**config.mk**
```make
export PLATFORM = sky130hd
export DESIGN_NAME = uart_ctrl_flat
export DESIGN_NICKNAME = d
export VERILOG_FILES = /design/src/rtl/uart_ctrl_pkg.sv /design/src/rtl/uart_ctrl_if.sv /design/src/rtl/uart_fifo.sv /design/src/rtl/uart_ctrl.sv /design/src/flat_wrapper.sv
export SDC_FILE = /design/constraint.sdc
export NUM_CORES = 1
export LEC_CHECK = 0
export BUFFER_PORTS_ARGS = -buffer_cell sky130_fd_sc_hd__buf_2
export CORE_ASPECT_RATIO = 0.75
export CORE_MARGIN = 2
export CORE_UTILIZATION = 49
export DETAILED_ROUTE_END_ITERATION = 16
export PLACE_DENSITY = 0.75
export SYNTH_ARGS = -nofsm -noshare
export SYNTH_HDL_FRONTEND = slang
export SYNTH_SLANG_ARGS = --single-unit
```
**constraint.sdc**
```tcl
create_clock -name sysclk -period 2.3 [get_ports sysclk]
set_clock_uncertainty 0.2 [all_clocks]
set_input_delay 0.115 -clock sysclk [delete_from_list [all_inputs] [get_ports sysclk]]
set_output_delay 0.115 -clock sysclk [all_outputs]
set_load 0.01 [all_outputs]
```
**src/rtl/uart_ctrl_pkg.sv**
```systemverilog
`default_nettype none
// ============================================================================
// Module   : uart_ctrl_pkg
// Brief    : Register map, CON bit positions and TX sequencer states.
// Revision : 1.0
// ============================================================================
package uart_ctrl_pkg;

    localparam logic [1:0] ADDR_TXD = 2'd0;
    localparam logic [1:0] ADDR_RXD = 2'd1;
    localparam logic [1:0] ADDR_CON = 2'd2;

    localparam int CON_TX_INT_EN   = 0;
    localparam int CON_RX_INT_EN   = 1;
    localparam int CON_TX_DONE     = 2;
    localparam int CON_RX_NONEMPTY = 3;
    localparam int CON_TX_BUSY     = 4;
    localparam int CON_RX_OVF      = 5;
    localparam int CON_TX_FULL     = 6;
    localparam int CON_W           = 7;

    typedef enum logic [1:0] {
        ST_IDLE      = 2'd0,
        ST_SEND      = 2'd1,
        ST_WAIT_BUSY = 2'd2,
        ST_WAIT_DONE = 2'd3
    } tx_state_e;

endpackage
`default_nettype wire

```
**src/rtl/uart_ctrl_if.sv**
```systemverilog
`default_nettype none
// ============================================================================
// Module   : uart_ctrl_if
// Brief    : CPU peripheral bus between the host and the UART controller.
// Revision : 1.0
// ============================================================================
interface uart_ctrl_if;

    logic [1:0]  addr;
    logic        rd;
    logic        wr;
    logic [31:0] wdata;
    logic [31:0] rdata;

    modport master (
        output addr, rd, wr, wdata,
        input  rdata
    );

    modport slave (
        input  addr, rd, wr, wdata,
        output rdata
    );

endinterface
`default_nettype wire

```
**src/rtl/uart_fifo.sv**
```systemverilog
`default_nettype none
// ============================================================================
// Module   : uart_fifo
// Brief    : Show-ahead synchronous FIFO; push and pop on a full FIFO both apply.
// Revision : 1.0
// ============================================================================
module uart_fifo #(
    parameter int WIDTH = 8,
    parameter int DEPTH = 4
) (
    input  wire logic             clk,
    input  wire logic             rst_n,
    input  wire logic             push,
    input  wire logic             pop,
    input  wire logic [WIDTH-1:0] din,
    output logic      [WIDTH-1:0] dout,
    output logic                  full,
    output logic                  empty
);

    localparam int PTR_W = (DEPTH > 1) ? $clog2(DEPTH) : 1;
    localparam int CNT_W = PTR_W + 1;

    logic [PTR_W-1:0] wr_ptr_q, wr_ptr_d;
    logic [PTR_W-1:0] rd_ptr_q, rd_ptr_d;
    logic [CNT_W-1:0] count_q, count_d;
    logic [WIDTH-1:0] mem_q [DEPTH];
    logic             push_ok;
    logic             pop_ok;

    assign full    = (count_q == CNT_W'(DEPTH));
    assign empty   = (count_q == '0);
    assign pop_ok  = pop && !empty;
    // A full FIFO still accepts a push when the head leaves in the same cycle.
    assign push_ok = push && (!full || pop_ok);
    assign dout    = mem_q[rd_ptr_q];

    always_comb begin
        wr_ptr_d = wr_ptr_q;
        rd_ptr_d = rd_ptr_q;
        count_d  = count_q;
        if (push_ok) wr_ptr_d = wr_ptr_q + 1'b1;
        if (pop_ok)  rd_ptr_d = rd_ptr_q + 1'b1;
        case ({push_ok, pop_ok})
            2'b10:   count_d = count_q + 1'b1;
            2'b01:   count_d = count_q - 1'b1;
            default: count_d = count_q;
        endcase
    end

    always_ff @(posedge clk or negedge rst_n) begin
        if (!rst_n) begin
            wr_ptr_q <= '0;
            rd_ptr_q <= '0;
            count_q  <= '0;
        end else begin
            wr_ptr_q <= wr_ptr_d;
            rd_ptr_q <= rd_ptr_d;
            count_q  <= count_d;
        end
    end

    always_ff @(posedge clk) begin
        if (push_ok) mem_q[wr_ptr_q] <= din;
    end

endmodule
`default_nettype wire

```
**src/rtl/uart_ctrl.sv**
```systemverilog
`default_nettype none
// ============================================================================
// Module   : uart_ctrl
// Brief    : Memory-mapped UART controller with RX/TX FIFOs and TX sequencer.
// Revision : 1.0
// ============================================================================
module uart_ctrl
    import uart_ctrl_pkg::*;
#(
    parameter int FIFO_DEPTH   = 4,
    parameter int BUSY_TIMEOUT = 16
) (
    input  wire logic       sysclk,
    input  wire logic       reset,
    uart_ctrl_if.slave      bus,
    input  wire logic       rx_status,
    input  wire logic [7:0] rx_data,
    input  wire logic       tx_status,
    output logic            tx_en,
    output logic      [7:0] tx_data,
    output logic            irq
);

    localparam int TMO_W = (BUSY_TIMEOUT > 1) ? $clog2(BUSY_TIMEOUT) : 1;
    localparam logic [TMO_W-1:0] TMO_LAST = TMO_W'(BUSY_TIMEOUT - 1);

    tx_state_e        state_q, state_d;
    logic [TMO_W-1:0] tmo_q, tmo_d;
    logic [7:0]       tx_data_q, tx_data_d;
    logic             tx_int_en_q, tx_int_en_d;
    logic             rx_int_en_q, rx_int_en_d;
    logic             tx_done_q, tx_done_d;
    logic             rx_ovf_q, rx_ovf_d;

    logic       rx_pop, rx_full, rx_empty;
    logic [7:0] rx_head;
    logic       tx_push, tx_pop, tx_full, tx_empty;
    logic [7:0] tx_head;
    logic       done_set;
    logic       con_rd;
    logic       tx_busy;
    logic [CON_W-1:0] con_val;
    logic       unused_wdata;

    assign unused_wdata = &{1'b0, bus.wdata[31:8]};

    assign rx_pop  = bus.rd && (bus.addr == ADDR_RXD);
    assign tx_push = bus.wr && (bus.addr == ADDR_TXD);
    assign con_rd  = bus.rd && (bus.addr == ADDR_CON);

    uart_fifo #(.WIDTH(8), .DEPTH(FIFO_DEPTH)) u_rx_fifo (
        .clk   (sysclk),
        .rst_n (reset),
        .push  (rx_status),
        .pop   (rx_pop),
        .din   (rx_data),
        .dout  (rx_head),
        .full  (rx_full),
        .empty (rx_empty)
    );

    uart_fifo #(.WIDTH(8), .DEPTH(FIFO_DEPTH)) u_tx_fifo (
        .clk   (sysclk),
        .rst_n (reset),
        .push  (tx_push),
        .pop   (tx_pop),
        .din   (bus.wdata[7:0]),
        .dout  (tx_head),
        .full  (tx_full),
        .empty (tx_empty)
    );

    // tx_data is captured on entry to SEND so it is already valid alongside tx_en.
    always_comb begin
        state_d   = state_q;
        tmo_d     = tmo_q;
        tx_data_d = tx_data_q;
        tx_en     = 1'b0;
        tx_pop    = 1'b0;
        done_set  = 1'b0;
        case (state_q)
            ST_IDLE: begin
                if (!tx_empty && tx_status) begin
                    state_d   = ST_SEND;
                    tx_data_d = tx_head;
                end
            end
            ST_SEND: begin
                tx_en   = 1'b1;
                tx_pop  = 1'b1;
                tmo_d   = '0;
                state_d = ST_WAIT_BUSY;
            end
            ST_WAIT_BUSY: begin
                if (!tx_status) begin
                    state_d = ST_WAIT_DONE;
                end else if (tmo_q == TMO_LAST) begin
                    state_d  = ST_IDLE;
                    done_set = 1'b1;
                end else begin
                    tmo_d = tmo_q + 1'b1;
                end
            end
            ST_WAIT_DONE: begin
                if (tx_status) begin
                    state_d  = ST_IDLE;
                    done_set = 1'b1;
                end
            end
            default: state_d = ST_IDLE;
        endcase
    end

    // Sticky bits: a new set event wins over a clear-on-read in the same cycle.
    always_comb begin
        tx_int_en_d = tx_int_en_q;
        rx_int_en_d = rx_int_en_q;
        if (bus.wr && (bus.addr == ADDR_CON)) begin
            tx_int_en_d = bus.wdata[CON_TX_INT_EN];
            rx_int_en_d = bus.wdata[CON_RX_INT_EN];
        end
        tx_done_d = done_set | (tx_done_q & ~con_rd);
        rx_ovf_d  = (rx_status && rx_full && !(rx_pop && !rx_empty))
                  | (rx_ovf_q & ~con_rd);
    end

    always_ff @(posedge sysclk or negedge reset) begin
        if (!reset) begin
            state_q     <= ST_IDLE;
            tmo_q       <= '0;
            tx_data_q   <= '0;
            tx_int_en_q <= 1'b0;
            rx_int_en_q <= 1'b0;
            tx_done_q   <= 1'b0;
            rx_ovf_q    <= 1'b0;
        end else begin
            state_q     <= state_d;
            tmo_q       <= tmo_d;
            tx_data_q   <= tx_data_d;
            tx_int_en_q <= tx_int_en_d;
            rx_int_en_q <= rx_int_en_d;
            tx_done_q   <= tx_done_d;
            rx_ovf_q    <= rx_ovf_d;
        end
    end

    assign tx_busy = (state_q != ST_IDLE) || !tx_empty;

    always_comb begin
        con_val                  = '0;
        con_val[CON_TX_INT_EN]   = tx_int_en_q;
        con_val[CON_RX_INT_EN]   = rx_int_en_q;
        con_val[CON_TX_DONE]     = tx_done_q;
        con_val[CON_RX_NONEMPTY] = !rx_empty;
        con_val[CON_TX_BUSY]     = tx_busy;
        con_val[CON_RX_OVF]      = rx_ovf_q;
        con_val[CON_TX_FULL]     = tx_full;
    end

    always_comb begin
        bus.rdata = '0;
        if (bus.rd) begin
            case (bus.addr)
                ADDR_RXD: bus.rdata = rx_empty ? 32'd0 : {24'd0, rx_head};
                ADDR_CON: bus.rdata = {{(32-CON_W){1'b0}}, con_val};
                default:  bus.rdata = '0;
            endcase
        end
    end

    assign tx_data = tx_data_q;
    assign irq     = (tx_int_en_q & tx_done_q) | (rx_int_en_q & ~rx_empty);

endmodule
`default_nettype wire

```
**src/flat_wrapper.sv**
```systemverilog
// flat-port wrapper written by rule: the top's interface ports become plain ports
module uart_ctrl_flat import uart_ctrl_pkg::*;
#(
    parameter int FIFO_DEPTH   = 4,
    parameter int BUSY_TIMEOUT = 16
)
  (sysclk, reset, rx_status, rx_data, tx_status, tx_en, tx_data, irq, bus_addr, bus_rd, bus_wr, bus_wdata, bus_rdata);
  uart_ctrl_if bus_i ();
  input  wire logic sysclk;
  input  wire logic reset;
  input  wire logic rx_status;
  input  wire logic [7:0] rx_data;
  input  wire logic tx_status;
  output logic tx_en;
  output logic      [7:0] tx_data;
  output logic irq;
  input wire logic [$bits(bus_i.addr)-1:0] bus_addr;
  input wire logic [$bits(bus_i.rd)-1:0] bus_rd;
  input wire logic [$bits(bus_i.wr)-1:0] bus_wr;
  input wire logic [$bits(bus_i.wdata)-1:0] bus_wdata;
  output wire logic [$bits(bus_i.rdata)-1:0] bus_rdata;
  assign bus_i.addr = bus_addr;
  assign bus_i.rd = bus_rd;
  assign bus_i.wr = bus_wr;
  assign bus_i.wdata = bus_wdata;
  assign bus_rdata = bus_i.rdata;
  uart_ctrl #(.FIFO_DEPTH(FIFO_DEPTH), .BUSY_TIMEOUT(BUSY_TIMEOUT)) u_core (.sysclk(sysclk), .reset(reset), .bus(bus_i), .rx_status(rx_status), .rx_data(rx_data), .tx_status(tx_status), .tx_en(tx_en), .tx_data(tx_data), .irq(irq));
endmodule
```
[Yosys cells after proc, flatten, opt, wreduce, memory -nomap -nowiden]
Memories as Yosys holds them, arrays and structs flattened. A register that Yosys moved wholly into a read port is not among the register bits.
Cells that the tools add are included.
Operators by class
  add/sub/neg operators: 9
  eq/ne operators: 17
  multiplexer cells: 22
  bitwise gates (word level): 9
  reductions and logical operators: 31
Operators by type and width (count)
  one-hot mux 32 bit (2 select lines): 1
  two-way mux 32 bit: 1
  one-hot mux 3 bit (2 select lines): 2
  logical AND 1 bit: 11
  equality test 2 bit (second input constant): 5
  adder 2 x 1 -> 2 bit (second input constant): 4
  equality test 2 x 1 -> 1 bit (second input constant): 4
  two-way mux 1 bit: 8
  two-way mux 2 bit: 4
  two-way mux 4 bit: 2
  two-way mux 8 bit: 1
  one-hot mux 2 bit (4 select lines): 1
  one-hot mux 4 bit (2 select lines): 1
  nonzero test 2 bit: 4
  adder 3 x 1 -> 3 bit (second input constant): 2
  equality test 3 bit (second input constant): 2
  zero test 1 bit: 6
  zero test 3 bit: 2
  != test 2 bit (second input constant): 3
  AND reduction 3 bit: 2
  subtractor 3 x 1 -> 3 bit (second input constant): 2
  adder 4 x 1 -> 4 bit (second input constant): 1
  bitwise AND 1 bit: 4
  equality test 4 bit (second input constant): 1
  8 further kinds: 14
Storage, ports and cells
  flip-flop bits (word level): 24
  bits in writable memories: 64
  input port bits: 48
  word-level logic and storage cells: 102
  memories kept: 2
Memory list
  u_core.u_rx_fifo.mem_q: depth 4, width 8, read ports 1, clocked after Yosys merged registers in 0, wr ports 1, RTL line uart_fifo.sv:27  | logic [WIDTH-1:0] mem_q [DEPTH];
  u_core.u_tx_fifo.mem_q: depth 4, width 8, read ports 1, clocked after Yosys merged registers in 1, wr ports 1, RTL line uart_fifo.sv:27

[Depth between registers and ports, before layout]
Gate-level depths: netlist of the first run.
  depth in word-level cells: 7
  gate-level depth with buffers: 11
  gate-level depth less buffers: 11

[Modules after synthesis]
Synthesis of the first run repeated with hierarchy kept, for this count alone.
Second synthesis, totals
  cell total of the unflattened synthesis: 282
  area total of the unflattened synthesis: 4330.4 um^2
By module, submodules not included
  uart_fifo: times used 2, cells an instance 80, area each 1587.8 um^2
  uart_ctrl: times used 1, cells an instance 122, area each 1154.9 um^2

[Least setup slack after synthesis of the first run]
OpenSTA, ideal clock, no wires.
  path type: register to register
  start: register u_core.u_rx_fifo.count_q[1]
  end: register u_core.u_rx_fifo.count_q[2]
  arrival: 1.822 ns
  required time: 2.021 ns
  slack: 0.199 ns
  cell stages (with the launch flop): 10
  buffers on the path: 0
  period minus slack after synthesis: 2.101 ns
  path through: dfrtp_1 nor2_1 a31oi_4 inv_1 ha_1 inv_1 fa_1 xor2_1 nor2_1 xor2_1
On the way
  word-level cells in the longest chain between the ends: 7
  elaborated cells on any way between the ends: 13
RTL lines
  start: declaration: RTL line uart_fifo.sv:26  | logic [CNT_W-1:0] count_q, count_d;
  start signal: assignment: RTL line uart_fifo.sv:59  | count_q <= count_d;
  zero test 3 bit: RTL line uart_fifo.sv:32  | assign empty = (count_q == '0);
  zero test 1 bit: RTL line uart_fifo.sv:33  | assign pop_ok = pop && !empty;
  logical AND 1 bit: RTL line uart_fifo.sv:33
  logical OR 1 bit: RTL line uart_fifo.sv:35  | assign push_ok = push && (!full || pop_ok);
  logical AND 1 bit: RTL line uart_fifo.sv:35
  equality test 2 x 1 -> 1 bit or equality test 2 bit (tied branches): RTL line uart_fifo.sv:44  | case ({push_ok, pop_ok})
  one-hot mux 3 bit (2 select lines) or nonzero test 2 bit (tied branches)
Parallel ways exist; a longest one is shown, timed or not.
A chain may end at the register's enable or synchronous reset.

[Worst setup path in the final report of the first run]
  start: register u_core.u_rx_fifo.rd_ptr_q[0]
  end: output port bus_rdata[3]
On the way
  word-level cells in the longest chain between the ends: 4
RTL lines
  start: declaration: RTL line uart_fifo.sv:25  | logic [PTR_W-1:0] rd_ptr_q, rd_ptr_d;
  start signal: assignment: RTL line uart_fifo.sv:58  | rd_ptr_q <= rd_ptr_d;
  memory read (4 x 8 bit)
  two-way mux 8 bit: RTL line uart_ctrl.sv:164  | ADDR_RXD: bus.rdata = rx_empty ? 32'd0 : {24'd0, rx_head};
  one-hot mux 32 bit (2 select lines): RTL line uart_ctrl.sv:163  | case (bus.addr)
  two-way mux 32 bit: RTL line uart_ctrl.sv:162  | if (bus.rd) begin
  end: declaration: RTL line flat_wrapper.sv:21  | output wire logic [$bits(bus_i.rdata)-1:0] bus_rdata;
Every way passes these cells.

==> flow_summary.json, run 1 <==
{
  "slowest_stage": "mux4_1",
  "grt_max_degree": 33,
  "setup_viol": 0,
  "cts_root_buffer": "clkbuf_16",
  "place.gp.congestion": 0.775,
  "vias_per_cell": 5.30,
  "row_count": 29,
  "stdcell_count": 466,
  "crit_family": "multiplexers",
  "busiest_layer": "met2",
  "diodes": 0,
  "synth_xor_area_frac": 0.0242,
  "grt_util_met1": 0.222,
  "slowest_delay_ns": 0.60,
  "synth-seq-area-share": 0.627,
  "postSynthCellCount": 283,
  "vias": 2468,
  "clk_path_buf_depth": 2,
  "post_cts_buffers": 0,
  "leakagePower_uw": 0.00206,
  "die_h_um": 85.5,
  "fin_crit_ns": 2.21,
  "required_ns": 1.99,
  "drt_iter0_drc": 154,
  "clock-sinks": 96,
  "routed_wirelength_um": 7780,
  "finalMaxSlewViolations": 0,
  "die_area_um2": 9640,
  "use_met2": 0.281,
  "clock_latency_ns": 0.34,
  "drcViolationCount": 0,
  "power.total_uw": 5670,
  "met3_usage": 0.0417,
  "io_pins": 90,
  "synthesis.area_um2": 4340,
  "synth_cell_types": 45,
  "cp-end-kind": "output pin",
  "synth_mux_area_frac": 0.117,
  "max-cap-violations": 0,
  "numPortBuffers": 41,
  "ys_ff_latch": 96,
  "crit_cells": 4,
  "synthAdderAreaFrac": 0.0496,
  "critical_path_arrival_ns": 1.90,
  "yosys.area_share.simple": 0.0582,
  "cts.clk_slew.worst_paths_ns": 0.07,
  "grt_overflow_total": 0,
  "antenna_found_initial": 0,
  "coreArea_um2": 8530,
  "rsz0062_at_grt": "no",
  "final.period_utilization": 0.961,
  "first_pass_iters": 5,
  "p_per_area_nw_per_um2": 1110,
  "ant_nets": 0,
  "tritoncts": "done",
  "dp_hpwl_um": 5320,
  "dp.cells": 428,
  "critPathKind": "register to output pin",
  "track_usage": 0.168,
  "setup_tns_ns": 0,
  "synthToLayoutAreaGrowth_pct": 17.6,
  "synth_compound_area_frac": 0.0522,
  "reg2regPathDepth": 9,
  "worst_pin_slew_ns": 0.767,
  "fillers": 622,
  "path_max_fanout": 10,
  "htree_levels": 3,
  "critical_path_buf_inv_count": 1,
  "hp-class": "primary input to async pin",
  "syn_area_per_cell_um2": 15.3,
  "status": "finished, final reports clean",
  "first_global_vias": 2511,
  "grt_pass1_wl_um": 12400,
  "numCtsBuffers": 9,
  "max_freq_ghz": 0.452,
  "finalHoldViolCount": 0,
  "drive_gt1_frac": 0.274,
  "crit_chain": "mux4_1 -> a21oi_1 -> nor2_1 -> buf_2",
  "synth_top_family_by_area": "multiplexers",
  "fp.dieW_um": 113,
  "ir_drop_uv": 646,
  "relSlewSlack": 0.489,
  "wl_per_cell_um": 16.7,
  "yosysWarnings": 0,
  "fin_nets": 417,
  "start_util": 0.509,
  "startpoint_type": "register"
}
[cell usage in the layout, fill, tap and decap left out, drive strengths merged]
| cell type | Yosys | routed |
|---|---|---|
| o311ai | 1 | 1 |
| nor2 | 6 | 6 |
| and2 | 9 | 9 |
| xor2 | 6 | 6 |
| and3 | 2 | 2 |
| nor4 | 1 | 1 |
| nor2b | 1 | 1 |
| conb | 1 | 24 |
| a31oi | 6 | 6 |
| dfrtp | 32 | 32 |
| a32o | 4 | 4 |
| nand3 | 7 | 7 |
| or3 | 1 | 1 |
| edfxtp | 64 | 64 |
| ha | 14 | 14 |
| clkinv | 0 | 3 |
| mux4 | 16 | 16 |
| mux2 | 12 | 12 |
| a32oi | 1 | 1 |
| o221ai | 1 | 1 |
| o21ai | 5 | 5 |
| o2bb2ai | 2 | 2 |
| buf | 31 | 49 |
| a221oi | 1 | 1 |
| dlygate4sd3 | 0 | 22 |
| xnor2 | 6 | 6 |
| fa | 2 | 2 |
| nand2b | 2 | 2 |
| nand2 | 17 | 17 |
| o311a | 1 | 1 |
| nor3 | 1 | 1 |
| nor3b | 1 | 1 |
| and4 | 1 | 1 |
| a22oi | 1 | 1 |
| clkbuf | 4 | 9 |
| o31ai | 2 | 2 |
| inv | 18 | 22 |
| a21oi | 2 | 2 |
| a211oi | 1 | 1 |
[kinds of logic (layout without fill, tap and decap cells)]
kind of cell,count (synthesis),count (layout)
buffers and inverters,53,105
and+or+nand+nor,49,49
adders and majority gates,16,16
other,1,24
xor gates and xnor gates,12,12
AOI/OAI and AO/OA,28,28
muxes,28,28
DFF,96,96
[per-stage QoR]
step	setup slack, ns	hold slack (ns)	instance area, um2	util
2_1_floorplan	0.199	-0.381	4430	-
3_3_place_gp	0.132	0.0332	4590	0.538
3_5_place_dp	0.0890	0.0268	4590	0.538
4_1_cts	0.0679	0.154	5100	0.598
5_1_grt	0.00389	0.246	5100	0.599
6_report	0.0898	0.177	5100	0.599
[sequential cells by signal, summed over array words and instances, names as in the netlist, 3 cells and up]
signal	count
u_core.tmo_q	4
u_core.u_tx_fifo.count_q	3
u_core.u_rx_fifo.count_q	3
u_core.u_rx_fifo.mem_q	32
u_core.tx_data	8
u_core.u_tx_fifo.mem_q	32
[power by group]
| part | switching [uW] | internal (uW) |
|---|---|---|
| sequential | 344 | 2260 |
| clock | 672 | 758 |
| combinational | 787 | 842 |
[routing by layer]
metal	share of wire	wire (um)	vias to the layer above
met5	0	0	-
met2	0.50	3880	72
met4	0.0096	75	0
met3	0.043	331	11
met1	0.45	3490	1253
li1	-	-	1132
[what timing repair did]
action,CTS,global route
hold buffers,22,0
cloned,0,0
endpoints found under the setup margin,7,2
gates resized for setup,1,3
endpoints found under the hold margin,103,0
[worst paths after layout]
path,start,to,slack [ns]
setup / recovery,u_core.u_rx_fifo.rd_ptr_q[0]$_DFFE_PN0N_,bus_rdata[3],0.09
hold / removal,reset,u_core.tx_data[5]$_DFFE_PN0P_,0.18
setup reg to reg,u_core.state_q[1]$_DFFE_PN0P_,u_core.u_tx_fifo.count_q[2]$_DFFE_PN0P_,0.14
hold reg to reg,u_core.tx_data[2]$_DFFE_PN0P_,u_core.tx_data[2]$_DFFE_PN0P_,0.31
max in group asynchronous,reset,u_core.u_rx_fifo.rd_ptr_q[0]$_DFFE_PN0N_,1.18
min in group sysclk,bus_addr[1],u_core.tx_done_q$_DFF_PN0_,0.18
[final cells by class]
type	count	area, um2	share of cell area
clock buffer	9	225	0.0441
clock inverter	7	62.6	0.0123
inverter	18	67.6	0.0132
multi-input combinational	157	1400	0.275
sequential	96	2720	0.534
tap	108	135	0.0265
timing repair buffer	71	485	0.0951
[worst reg2reg max path, cell delays in order, from the launching register on]
cell and delay, ns:
dfrtp_1 0.37, nand2b_2 0.21, inv_1 0.09, and2_1 0.17, ha_2 0.20, inv_1 0.05, fa_1 0.37, xor2_1 0.15
nor2_1 0.11, xor2_1 0.15
[cells in the mapped netlist]
cell / n / share of area
ha_1: 14 / 0.040
buf_4: 24 / 0.041
mux4_1: 3 / 0.018
dfrtp_1: 32 / 0.18
buf_6: 2 / 0.0052
xnor2_1: 6 / 0.012
clkbuf_2: 1 / 0.0012
inv_1: 18 / 0.016
mux4_2: 13 / 0.067
o221ai_1: 1 / 0.0020
and4_1: 1 / 0.0020
a21oi_1: 2 / 0.0023
conb_1: 1 / 0.00086
nand3_2: 1 / 0.0023
nor4_1: 1 / 0.0014
and2_1: 9 / 0.013
nand3_1: 6 / 0.0069
nand2b_1: 2 / 0.0029
and3_1: 2 / 0.0029
fa_1: 2 / 0.0092
a31oi_1: 4 / 0.0058
a22oi_1: 1 / 0.0017
a32o_1: 4 / 0.0092
o21ai_0: 5 / 0.0058
a32oi_1: 1 / 0.0020
o311ai_0: 1 / 0.0020
o2bb2ai_1: 2 / 0.0040
a221oi_1: 1 / 0.0020
nor2_1: 6 / 0.0052
mux2_2: 12 / 0.031
or3_4: 1 / 0.0026
o311a_1: 1 / 0.0023
a211oi_1: 1 / 0.0017
a31oi_2: 1 / 0.0029
o31ai_1: 2 / 0.0035
xor2_1: 6 / 0.012
clkbuf_1: 3 / 0.0026
edfxtp_1: 64 / 0.44
nand2_1: 17 / 0.015
buf_1: 2 / 0.0017
nor3b_1: 1 / 0.0017
nor2b_1: 1 / 0.0014
buf_2: 3 / 0.0035
a31oi_4: 1 / 0.0049
nor3_1: 1 / 0.0012
Note: power is estimated with default switching activity, not from simulation.
==> inputs of run 2 (changes only) <==
--- a/config.mk
+++ b/config.mk
@@ -8,9 +8,8 @@
 export BUFFER_PORTS_ARGS = -buffer_cell sky130_fd_sc_hd__buf_2
 export CORE_ASPECT_RATIO = 0.75
 export CORE_MARGIN = 2
-export CORE_UTILIZATION = 49
+export CORE_UTILIZATION = 30
 export DETAILED_ROUTE_END_ITERATION = 16
-export PLACE_DENSITY = 0.75
 export SYNTH_ARGS = -nofsm -noshare
 export SYNTH_HDL_FRONTEND = slang
 export SYNTH_SLANG_ARGS = --single-unit
==> flow_summary.json, run 2 (same netlist as run 1, synthesis figures left out) <==
{
  "status": "finished, final reports clean",
  "fp.dieW_um": 143,
  "slowest_stage": "dfrtp_1",
  "final.period_utilization": 0.936,
  "fillers": 1333,
  "ant_nets": 0,
  "numPortBuffers": 41,
  "final_cell_mix": "edfxtp_1, buf_2, dfrtp_1",
  "multi_input_area_um2": 1400,
  "critical_path_arrival_ns": 1.84,
  "cts.clk_slew.worst_paths_ns": 0.06,
  "hp-class": "primary input to register",
  "slowest_delay_ns": 0.39,
  "r2r_slack_ns": 0.17,
  "clock-sinks": 96,
  "max-cap-violations": 0,
  "post_dp_cell_area_um2": 4710,
  "startpoint_type": "register",
  "grt_max_degree": 33,
  "critical_path_buf_inv_count": 3,
  "clk_path_buf_depth": 2,
  "grt_pass1_wl_um": 12500,
  "diodes": 0,
  "required_ns": 1.99,
  "drt_iter0_drc": 134,
  "first_pass_iters": 4,
  "track_usage": 0.108,
  "wl_per_cell_um": 14.1,
  "io_pins": 90,
  "cp-end-kind": "output pin",
  "seq_area_um2": 2720,
  "dp_hpwl_um": 5460,
  "coreArea_um2": 14300,
  "final_area_um2": 5230,
  "worst_pin_slew_ns": 0.816,
  "die_area_um2": 15500,
  "use_met2": 0.173,
  "drive_gt1_frac": 0.268,
  "synthToLayoutAreaGrowth_pct": 20.5,
  "routed_wirelength_um": 7850,
  "antenna_found_initial": 0,
  "die_h_um": 108,
  "p_per_area_nw_per_um2": 1100,
  "finalHoldViolCount": 0,
  "met3_usage": 0.0244,
  "crit_family": "compound AO/OA/AOI/OAI gates",
  "rsz0062_at_grt": "no",
  "clock_latency_ns": 0.33,
  "finalMaxSlewViolations": 0,
  "grt_overflow_total": 0,
  "vias_per_cell": 4.36,
  "first_global_vias": 2441,
  "max_freq_ghz": 0.464,
  "busiest_layer": "met2",
  "cts_root_buffer": "clkbuf_16",
  "drcViolationCount": 0,
  "fin_nets": 417,
  "final_common_cell": "edfxtp_1",
  "grt_util_met1": 0.141,
  "start_util": 0.303,
  "path_max_fanout": 9,
  "row_count": 38,
  "worst_path_most_repeated_cell": "buf_4",
  "numCtsBuffers": 9,
  "setup_tns_ns": 0,
  "ir_drop_uv": 416,
  "relSlewSlack": 0.456,
  "vias": 2434,
  "critPathKind": "register to output pin",
  "power.total_uw": 5730,
  "place.gp.congestion": 0.770,
  "tritoncts": "done",
  "htree_levels": 3,
  "post_cts_buffers": 0,
  "setup_viol": 0,
  "crit_chain": "buf_4 -> o311a_1 -> buf_4 -> a32o_1 -> buf_2",
  "fin_crit_ns": 2.15,
  "leakagePower_uw": 0.00206
}
-- run 2: power breakdown --
part	leakage, uW	internal [uW]	switching (uW)
registers	0.000966	2260	291
clock network	0.000145	908	586
logic	0.000953	842	837
total	0.00206	4010	1710
-- run 2: area by class of cell --
cell class,count,area share
inverter,18,0.0129
timing repair buffer,71,0.0923
multi-input combinational,157,0.268
tap,200,0.0478
clock inverter,3,0.00813
clock buffer,13,0.0500
sequential,96,0.520
-- run 2: worst min-delay path, stage by stage --
cell and delay [ns]:
buf_2 0.12, inv_1 0.09, a31oi_4 0.05, buf_4 0.15, xnor2_1 0.12
-- run 2: stage by stage --
step	setup WS [ns]	util	std cells	hold WS (ns)
2_1_floorplan	0.199	-	306	-0.381
3_3_place_gp	0.167	0.329	521	0.0525
3_5_place_dp	0.125	0.329	521	0.0532
4_1_cts	0.110	0.365	558	0.139
5_1_grt	0.0176	0.366	558	0.146
6_report	0.147	0.366	558	0.148
-- run 2: what timing repair did --
| item | 4_1_cts | 5_1_grt |
|---|---|---|
| hold endpoints to repair | 103 | 0 |
| setup endpoints to repair | 0 | 2 |
| resized for setup | 0 | 4 |
| hold buffers | 21 | 0 |
-- run 2: final timing paths --
check                                                              start                                  endpoint  cells after the start
worst min register to register  u_core.u_tx_fifo.rd_ptr_q[0]$_DFFE_PN0P_  u_core.u_tx_fifo.rd_ptr_q[0]$_DFFE_PN0P_                      1
worst max-delay path             u_core.u_rx_fifo.count_q[1]$_DFFE_PN0P_                              bus_rdata[2]                      5
worst min-delay path                                           rx_status  u_core.u_rx_fifo.wr_ptr_q[0]$_DFFE_PN0P_                      5
min in group asynchronous                                          reset             u_core.tx_data[4]$_DFFE_PN0P_                      2
max in group asynchronous                                          reset               u_core.tmo_q[2]$_DFFE_PN0P_                      2
worst max register to register             u_core.state_q[1]$_DFFE_PN0P_   u_core.u_tx_fifo.count_q[2]$_DFFE_PN0P_                      9
-- run 2: metal layers --
| metal | vias up | wire, um |
|---|---|---|
| li1 | 1135 | - |
| met1 | 1233 | 3510 |
| met2 | 56 | 3870 |
| met3 | 10 | 352 |
| met4 | 0 | 117 |
| met5 | - | 0 |
